===== src/rtl/round_robin_dual_harness_pkg.sv =====
// Shared constants, types and the round-robin scan helper for the dual arbiter harness.
package round_robin_dual_harness_pkg;

    localparam int unsigned QUEUE_QUANTITY = 4;
    localparam int unsigned DATA_BITS      = 8;
    localparam int unsigned SEL_BITS       = 2;
    localparam logic [SEL_BITS-1:0] RESET_PTR = SEL_BITS'(0);

    // Result of one arbitration scan.
    typedef struct packed {
        logic                found;
        logic [SEL_BITS-1:0] idx;
    } pick_t;

    // First non-empty queue at or after start, scanning modulo the queue count.
    // The loop runs from the farthest offset down, so the nearest hit is written last.
    function automatic pick_t next_index(
        input logic [SEL_BITS-1:0]       start,
        input logic [QUEUE_QUANTITY-1:0] empty
    );
        pick_t               res;
        logic [SEL_BITS-1:0] cand;
        res.found = 1'b0;
        res.idx   = start;
        for (int k = QUEUE_QUANTITY - 1; k >= 0; k--) begin
            cand = start + SEL_BITS'(k);
            if (!empty[cand]) begin
                res.found = 1'b1;
                res.idx   = cand;
            end
        end
        return res;
    endfunction

endpackage


===== src/rtl/round_robin_selector.sv =====
// Four-queue round-robin read arbiter with registered grant outputs.
// Ports:
//   clk       - clock, rising edge
//   rst       - synchronous active-high reset
//   enb       - arbiter enable
//   buf_empty - per-queue empty flags (1 = empty)
//   selector  - granted queue index (registered)
//   out_enb   - grant valid, pop the selected queue (registered)
module round_robin_selector
    import round_robin_dual_harness_pkg::*;
(
    input  logic                      clk,
    input  logic                      rst,
    input  logic                      enb,
    input  logic [QUEUE_QUANTITY-1:0] buf_empty,
    output logic [SEL_BITS-1:0]       selector,
    output logic                      out_enb
);

    logic [SEL_BITS-1:0] ptr;
    pick_t               pick;

    // Scan from the priority pointer for the first non-empty queue.
    always_comb begin
        pick = next_index(ptr, buf_empty);
    end

    // Grant register and pointer; selector and ptr hold whenever no grant is made.
    always_ff @(posedge clk) begin
        if (rst) begin
            ptr      <= RESET_PTR;
            selector <= SEL_BITS'(0);
            out_enb  <= 1'b0;
        end else if (!enb) begin
            out_enb <= 1'b0;
        end else if (pick.found) begin
            selector <= pick.idx;
            out_enb  <= 1'b1;
            ptr      <= pick.idx + SEL_BITS'(1);
        end else begin
            out_enb <= 1'b0;
        end
    end

endmodule


===== src/rtl/round_robin_dual_harness.sv =====
// Two identical round-robin arbiters on shared inputs: a primary path and a shadow
// path that may be replaced by a gate-level netlist for equivalence checking.
// Ports:
//   clk, rst                     - clock and synchronous active-high reset
//   enb                          - arbiter enable
//   buf_empty                    - per-queue empty flags (1 = empty)
//   selector, out_enb            - primary grant index / grant valid
//   sint_selector, sint_out_enb  - shadow grant index / grant valid
module round_robin_dual_harness
    import round_robin_dual_harness_pkg::*;
#(
    parameter int unsigned QUEUE_QUANTITY = round_robin_dual_harness_pkg::QUEUE_QUANTITY,
    parameter int unsigned DATA_BITS      = round_robin_dual_harness_pkg::DATA_BITS
) (
    input  logic                      clk,
    input  logic                      rst,
    input  logic                      enb,
    input  logic [QUEUE_QUANTITY-1:0] buf_empty,
    output logic [SEL_BITS-1:0]       selector,
    output logic                      out_enb,
    output logic [SEL_BITS-1:0]       sint_selector,
    output logic                      sint_out_enb
);

    // The selector ports are 2 bits wide, so only a 4-queue build is meaningful.
    if (QUEUE_QUANTITY != 4 || DATA_BITS == 0) begin : g_param_check
        $error("round_robin_dual_harness supports only QUEUE_QUANTITY=4 and DATA_BITS>0");
    end

    // Primary arbiter.
    round_robin_selector u_primary (
        .clk       (clk),
        .rst       (rst),
        .enb       (enb),
        .buf_empty (buf_empty),
        .selector  (selector),
        .out_enb   (out_enb)
    );

    // Shadow arbiter; same RTL or a netlist swapped in at build time.
    round_robin_selector u_shadow (
        .clk       (clk),
        .rst       (rst),
        .enb       (enb),
        .buf_empty (buf_empty),
        .selector  (sint_selector),
        .out_enb   (sint_out_enb)
    );

endmodule


===== config.mk =====
export PLATFORM = sky130hd
export DESIGN_NAME = round_robin_dual_harness
export DESIGN_NICKNAME = d
export VERILOG_FILES = /design/src/rtl/round_robin_dual_harness_pkg.sv /design/src/rtl/round_robin_selector.sv /design/src/rtl/round_robin_dual_harness.sv
export SDC_FILE = /design/constraint.sdc
export NUM_CORES = 1
export LEC_CHECK = 0
export BUFFER_PORTS_ARGS = -buffer_cell sky130_fd_sc_hd__buf_2
export CORE_MARGIN = 5
export CORE_UTILIZATION = 35
export DETAILED_ROUTE_END_ITERATION = 6
export GPL_TIMING_DRIVEN = 0
export PLACE_DENSITY_LB_ADDON = 0.05
export REMOVE_ABC_BUFFERS = 1
export SLEW_MARGIN = 20
export SYNTH_ARGS = -nofsm -noshare
export SYNTH_HDL_FRONTEND = slang
export SYNTH_SLANG_ARGS = --single-unit
export TNS_END_PERCENT = 30

===== constraint.sdc =====
create_clock -name clk -period 2.1 [get_ports clk]
set_input_delay 0 -clock clk [delete_from_list [all_inputs] [get_ports clk]]
set_output_delay 0 -clock clk [all_outputs]
set_load 0.02 [all_outputs]

==> results of run 1 <==
==> area by class of cell <==
cell class | instances | area, um2
Multi-Input combinational cell | 49 | 314
Sequential cell | 10 | 200
Fill cell | 164 | 841
Clock buffer | 4 | 36.3
Tap cell | 16 | 20.0
Timing Repair Buffer | 12 | 60.1
==> worst max-delay path, cell delays in order, from the launching register on <==
cell      delay [ps]
dfxtp_1          340
or2_1            250
a21oi_1          220
a211oi_4          70
xnor2_1          150
a211oi_2         210
==> power groups by stage <==
| stage | Clock [mW] | Sequential (mW) | Combinational (mW) |
|---|---|---|---|
| after floorplan | 0 | 0.234 | 0.0753 |
| after global routing | 0.191 | 0.225 | 0.132 |
| after global placement | 0 | 0.226 | 0.118 |
| after detailed placement | 0 | 0.226 | 0.119 |
| final | 0.169 | 0.221 | 0.117 |
| after CTS | 0.177 | 0.222 | 0.120 |
==> metrics by stage <==
stage                     std cells  total power, mW  instance area [um2]
after floorplan                  59            0.310                  514
after global placement           87            0.344                  594
after detailed placement         87            0.345                  594
after CTS                        91            0.519                  631
after global routing             91            0.548                  631
final                            91            0.507                  631
==> cell families after synthesis <==
family	Yosys count	share of synthesized area
XOR/XNOR	2	0.0329
AO/OA/AOI/OAI	19	0.268
multiplexers	4	0.0751
flip-flops	10	0.376
buffers and inverters	4	0.0352
AND/OR/NAND/NOR	24	0.214
==> final timing paths <==
path / startpoint / end / slack [ps]
hold / removal: rst / u_primary.ptr[1]$_SDFFE_PP0P_ / 50
setup reg to reg: u_shadow.ptr[0]$_SDFFE_PP0P_ / u_shadow.ptr[1]$_SDFFE_PP0P_ / 790
setup / recovery: u_shadow.ptr[0]$_SDFFE_PP0P_ / u_shadow.ptr[1]$_SDFFE_PP0P_ / 790
hold reg to reg: u_primary.selector[0]$_SDFFE_PP0P_ / u_primary.selector[0]$_SDFFE_PP0P_ / 490
==> layout by cell type (no fill, tap or decap), drive strengths merged <==
| cell | netlist | routed |
|---|---|---|
| o21a | 1 | 1 |
| a31oi | 2 | 2 |
| or2 | 2 | 2 |
| nor2 | 8 | 8 |
| o21ai | 8 | 8 |
| mux2i | 4 | 4 |
| dfxtp | 10 | 10 |
| nand2 | 8 | 8 |
| nand3b | 2 | 2 |
| xnor2 | 2 | 2 |
| a211oi | 6 | 6 |
| buf | 4 | 12 |
| a21oi | 2 | 2 |
| clkbuf | 0 | 4 |
| nor2b | 2 | 2 |
| or2b | 1 | 1 |
| nand2b | 1 | 1 |
==> Yosys cell counts <==
cell type / n / share of area
dfxtp_1: 10 / 0.38
o21ai_0: 4 / 0.038
buf_1: 1 / 0.0070
o21a_1: 1 / 0.014
or2_1: 2 / 0.023
xnor2_1: 2 / 0.033
nor2b_1: 2 / 0.023
buf_2: 3 / 0.028
a211oi_4: 1 / 0.038
nand3b_1: 2 / 0.028
a21oi_1: 2 / 0.019
nor2_1: 8 / 0.056
a31oi_1: 2 / 0.023
a211oi_1: 2 / 0.028
a211oi_2: 3 / 0.070
or2b_1: 1 / 0.014
nand2_1: 8 / 0.056
mux2i_1: 4 / 0.075
nand2b_1: 1 / 0.012
o21ai_1: 4 / 0.038
==> per-layer routing <==
metal | wire length (um) | GRT usage
met3 | 55 | 0.0367
met1 | 509 | 0.116
met5 | 0 | 0
met2 | 478 | 0.148
met4 | 15 | 0.0673
==> flip-flops by register name, summed over array words and instances (netlist names) <==
name / flops
u_primary.out_enb: 1
u_shadow.ptr: 2
u_primary.selector: 2
u_primary.ptr: 2
u_shadow.selector: 2
u_shadow.out_enb: 1
==> metrics.yaml, run 1 <==
synthesis:
  ys_ff_latch: 10
  yosysWarnings: 0
  ys_types: 20
  synthesis.area_um2: 533
  synth_cells: 63
  avgSynthCellArea_um2: 8.46
  yosysSeqAreaShare: 0.376
clocking:
  cts_buffer_depth: 2
  htreeDepth: 1
  cts_sinks: 10
  cts-root-buf: "clkbuf_4"
  cts_tree: "done"
  clock_latency_ps: 260
  cts.repair.resized: 0
  postCtsSetupBuffers: 0
  cts_buffers: 3
  cts_hold_buf: 0
  clk_pin_slew_ps: 60
global_routing:
  grt_usage: 0.0989
  grt_overflow_total: 0
  grt_pass1_wl_um: 1900
  grt_max_degree: 15
  grt_pass1_vias: 474
  antenna_found_initial: 0
power_and_ir_drop:
  p_per_area_nw_per_um2: 805
  p_seq_frac: 0.436
  ir_drop_mv: 0.351
  comb_power_share: 0.231
  leakagePower_nw: 0.265
  netSwitchingFraction: 0.286
  intPower_mw: 0.362
  p_sw_mw: 0.145
  clkPwrFrac: 0.333
hold_path:
  hold_class: "in2reg"
  whs_path_depth: 2
run_status:
  status: "finished, final reports clean"
setup_path:
  cp.arrival_ps: 1490
  setup.worst_path.end_class: "flip-flop"
  r2r_cells: 5
  startpoint_type: "flip-flop"
  cp_max_fo: 5
  crit_type: "reg2reg"
  cp_data_required_time_ps: 2280
sta:
  rsz0062_at_grt: "no"
  skew_ps: 0.153
  fmax_mhz: 766
  maxSlewHeadroom: 0.637
  final.min_clock_period_ps: 1310
  final_max_slew_viol_count: 0
  tns_ps: 0
  setup_viol: 0
  tightest_slew_ps: 545
  timing.final.crit_share: 0.622
  final.setup.worst_slack_ps: 794
  hold_viol: 0
  whs_ps: 48.0
floorplan:
  core_um2: 1470
  dieArea_um2: 2400
  io_pins: 13
  die_h_um: 49.0
  initial_core_util: 0.362
  rows: 14
  die_width_um: 49.0
final_layout:
  nNetsFinal: 83
  drive_above_1_share: 0.267
  fin_util: 0.429
  antenna_cells: 0
  syn_to_final_growth_pct: 18.3
routing:
  drc: 0
  drtPass1Iterations: 4
  wire_per_inst_um: 11.6
  via_count: 473
  antenna_violating_nets_post_route: 0
  drt_iter0_markers: 3
  drt-total-wl_um: 1060
  viasPerCell: 5.20
place:
  place_hpwl_um: 786
  place_ws_ps: 792
  numPortBuffers: 12
  gp_congestion: 0.729
flow_run:
  cap_violations: 0
Note: power is estimated with default switching activity, not from simulation.
==> run 2: changes to the inputs <==
--- a/config.mk
+++ b/config.mk
@@ -5,6 +5,7 @@
 export SDC_FILE = /design/constraint.sdc
 export NUM_CORES = 1
 export LEC_CHECK = 0
+export ABC_AREA = 1
 export BUFFER_PORTS_ARGS = -buffer_cell sky130_fd_sc_hd__buf_2
 export CORE_MARGIN = 5
 export CORE_UTILIZATION = 35
==> constraint.sdc (replaced) <==
create_clock -name clk -period 1.3 [get_ports clk]
set_input_delay 0 -clock clk [delete_from_list [all_inputs] [get_ports clk]]
set_output_delay 0 -clock clk [all_outputs]
set_load 0.02 [all_outputs]
==> run 2 against run 1 <==
  * Cell area increased by 120%
  * First-iteration DRC count increased to 14 times the previous value
  * Highest routed layer unchanged
  * Synthesized cell count increased to 2.6 times the previous value
  * Largest power group is now combinational logic
  * Non-clock buffer count increased by 12
  * Cell count increased by 140%
  * Largest cell class unchanged
  * Maximum frequency decreased by 10%
  * Sequential share of layout area decreased by 16 points
  * Clock skew increased by 7.6 ps
  * Critical path depth increased by 8
  * The run now ends with negative setup slack left
  * Via count increased by 130%
==> metrics.yaml, run 2 <==
sta:
  final_max_slew_viol_count: 0  # unchanged
  hold_viol: 0  # unchanged
  setup_viol: 10  # was 0
  rsz0062_at_grt: "yes"  # was no
  final.min_clock_period_ps: 1460  # was 1310 ps
  whs_ps: 110  # was 48.0 ps
  skew_ps: 7.75  # was 0.153 ps
  timing.final.crit_share: 1.12  # was 0.622
  final.setup.worst_slack_ps: -156  # was 794 ps
  fmax_mhz: 687  # was 766 MHz
  tightest_slew_ps: 185  # was 545 ps
  maxSlewHeadroom: 0.876  # was 0.637
final_layout:
  antenna_cells: 0  # unchanged
  multi_input_area_um2: 823  # was 314 um2
  final_cell_mix: "nand2_1, nand2_2, inv_1, buf_2"  # was buf_2, dfxtp_1, nand2_1, nor2_1
  nNetsFinal: 199  # was 83
  final_common_cell: "nand2_1"  # was buf_2
  drive_above_1_share: 0.458  # was 0.267
  ff_latch_area_um2: 215  # was 200 um2
  syn_to_final_growth_pct: 45.6  # was 18.3%
  fin_util: 0.543  # was 0.429
  fillers: 250  # was 164
floorplan:
  die_h_um: 61.9  # was 49.0 um
  rows: 18  # was 14
  dieArea_um2: 3830  # was 2400 um2
  die_width_um: 61.9  # was 49.0 um
  core_um2: 2520  # was 1470 um2
  io_pins: 13  # unchanged
  initial_core_util: 0.373  # was 0.362
place:
  place_hpwl_um: 1710  # was 786 um
  numPortBuffers: 12  # unchanged
  gp_congestion: 0.796  # was 0.729
  place_ws_ps: -487  # was 792 ps
setup_path:
  setup.worst_path.end_class: "flip-flop"  # unchanged
  crit_chain: "buf_6, nand2_4, nand3_2, nand2_2, buf_4, nand2_4, nand3_2, nand2_1, nand2_1, nand2_1, nand3_1, nand2_1, inv_1"  # was or2_1, a21oi_1, a211oi_4, xnor2_1, a211oi_2
  cp_max_fo: 5  # unchanged
  crit_type: "reg2reg"  # unchanged
  max_stage_delay_ps: 390  # was 340 ps
  crit_top_cell: "nand2_1"
  cp.arrival_ps: 1630  # was 1490 ps
  cp_data_required_time_ps: 1470  # was 2280 ps
  startpoint_type: "flip-flop"  # unchanged
  cp_slowest_cell: "dfxtp_4"  # was dfxtp_1
clocking:
  cts-root-buf: "clkbuf_4"  # unchanged
  htreeDepth: 1  # unchanged
  clock_latency_ps: 270  # was 260 ps
  cts_sinks: 10  # unchanged
  cts_tree: "done"  # unchanged
  clk_pin_slew_ps: 60  # about the same
  cts_buffers: 3  # unchanged
  cts_buffer_depth: 2  # unchanged
routing:
  antenna_violating_nets_post_route: 0  # unchanged
  drc: 0  # unchanged
  via_count: 1082  # was 473
  wire_per_inst_um: 11.8  # was 11.6 um
  drt-total-wl_um: 2610  # was 1060 um
  drt_iter0_markers: 41  # was 3
  drtPass1Iterations: 4  # unchanged
  viasPerCell: 4.92  # was 5.20
synthesis:
  avgSynthCellArea_um2: 5.67  # was 8.46 um2
  yosysSeqAreaShare: 0.213  # was 0.376
  synthesis.area_um2: 941  # was 533 um2
  synth_top_area_cell: "nand2_1"  # was dfxtp_1
  synth_cells: 166  # was 63
  async_flop_share: 0  # unchanged
  post-synth-top-area-fraction: 0.307  # was 0.376
  yosysMostFrequentCell: "nand2_1"  # was dfxtp_1
  synth_area_leaders: "nand2_1, dfxtp_1, inv_1"  # was dfxtp_1, mux2i_1, a211oi_2
  ys_ff_latch: 10  # unchanged
  synth_ff_type: "dfxtp_1"  # unchanged
  synth_common_cells: "nand2_1, inv_1, dfxtp_1"  # was dfxtp_1, nand2_1, nor2_1
  ys_types: 22  # was 20
  synth_edf_count: 0  # unchanged
  yosysWarnings: 0  # unchanged
global_routing:
  grt_max_degree: 10  # was 15
  grt_overflow_total: 0  # unchanged
  grt_pass1_vias: 1026  # was 474
  grt_usage: 0.152  # was 0.0989
  grt_pass1_wl_um: 4310  # was 1900 um
  antenna_found_initial: 0  # unchanged
power_and_ir_drop:
  intPower_mw: 1.16  # was 0.362 mW
  ir_drop_mv: 1.05  # was 0.351 mV
  clkPwrFrac: 0.089  # was 0.333
  leakagePower_nw: 0.718  # was 0.265 nW
  finalPower_mw: 2.36  # was 0.507 mW
  comb_power_share: 0.696  # was 0.231
  netSwitchingFraction: 0.507  # was 0.286
  p_seq_frac: 0.215  # was 0.436
  p_sw_mw: 1.20  # was 0.145 mW
  p_per_area_nw_per_um2: 1720  # was 805 nW/um2
run_status:
  failed_checks: "negative setup slack"
  status: "finished, violations left"  # was finished, final reports clean
flow_run:
  cap_violations: 0  # unchanged
hold_path:
  hold_class: "in2reg"  # unchanged
## run 2: cell types whose count changed after synthesis, sizes merged, moves of 3 or more
| cell | previous run | this run |
|---|---|---|
| inv | 0 | 20 |
| nand3 | 0 | 12 |
| nand2 | 8 | 86 |
| o211ai | 0 | 3 |
| a21oi | 2 | 7 |
| a211oi | 6 | 0 |
| nand4 | 0 | 4 |
| mux2i | 4 | 0 |
## run 2: metrics by stage
| step | std cells | setup TNS [ps] | instance area (um2) |
|---|---|---|---|
| after global placement | 204 | -4020 | 997 |
| after floorplan | 162 | -1640 | 900 |
| final | 220 | -1190 | 1370 |
| after global routing | 220 | -2280 | 1370 |
| after CTS | 218 | -1050 | 1230 |
| after detailed placement | 204 | -4200 | 997 |
## run 2: cell type report
type | instances | share of cell area
Clock buffer | 3 | 0.0164
Inverter | 20 | 0.0639
Multi-Input combinational cell | 132 | 0.601
Sequential cell | 10 | 0.157
Tap cell | 30 | 0.0274
Timing Repair Buffer | 24 | 0.132
Timing Repair inverter | 1 | 0.00274
## run 2: power groups by stage
stage | sequential (mW) | clock [mW] | combinational [mW]
after floorplan | 0.510 | 0 | 0.813
after global placement | 0.489 | 0 | 1.04
after detailed placement | 0.493 | 0 | 1.05
after CTS | 0.487 | 0.220 | 1.36
after global routing | 0.522 | 0.247 | 1.83
final | 0.508 | 0.210 | 1.64
## run 2: logic make-up (layout without fill, tap and decap cells)
| kind of cell | after synthesis | count (layout) | synth area share |
|---|---|---|---|
| compound gates | 20 | 20 | 0.124 |
| xor+xnor | 2 | 2 | 0.0186 |
| buf+inv | 24 | 48 | 0.126 |
| flops | 10 | 10 | 0.213 |
| simple gates | 110 | 110 | 0.519 |
## run 2: layer usage
metal	part of all wire	global-route usage	wire length (um)
met1	0.44	0.167	1140
met2	0.52	0.266	1370
met3	0.026	0.0475	68
met4	0.010	0.0667	26
met5	0	0	0
## run 2: final timing paths
check                                                        from  cells after the start  slack (ps)                            endpoint
worst min register to register  u_shadow.selector[1]$_SDFFE_PP0P_                      2         470   u_shadow.selector[1]$_SDFFE_PP0P_
worst min-delay path                                          enb                      4         110  u_primary.selector[0]$_SDFFE_PP0P_
worst max-delay path                u_primary.ptr[0]$_SDFFE_PP0P_                     13        -160       u_primary.ptr[1]$_SDFFE_PP0P_
worst max register to register      u_primary.ptr[0]$_SDFFE_PP0P_                     13        -160       u_primary.ptr[1]$_SDFFE_PP0P_
## run 2: timing repair
| action | 4_1_cts | 5_1_grt |
|---|---|---|
| hold buffers | 1 | 0 |
| cloned | 1 | 0 |
| endpoints found under the setup margin | 10 | 10 |
| hold endpoints to repair | 3 | 0 |
| gates resized for setup | 44 | 32 |
| pin swaps | 18 | 20 |
| setup buffers | 9 | 2 |
## run 2: critical path, delay by kind of cell, from the launching register on
kind / cells / cell delay, ps
flops: 1 / 390
buf+inv: 3 / 300
simple gates: 10 / 650
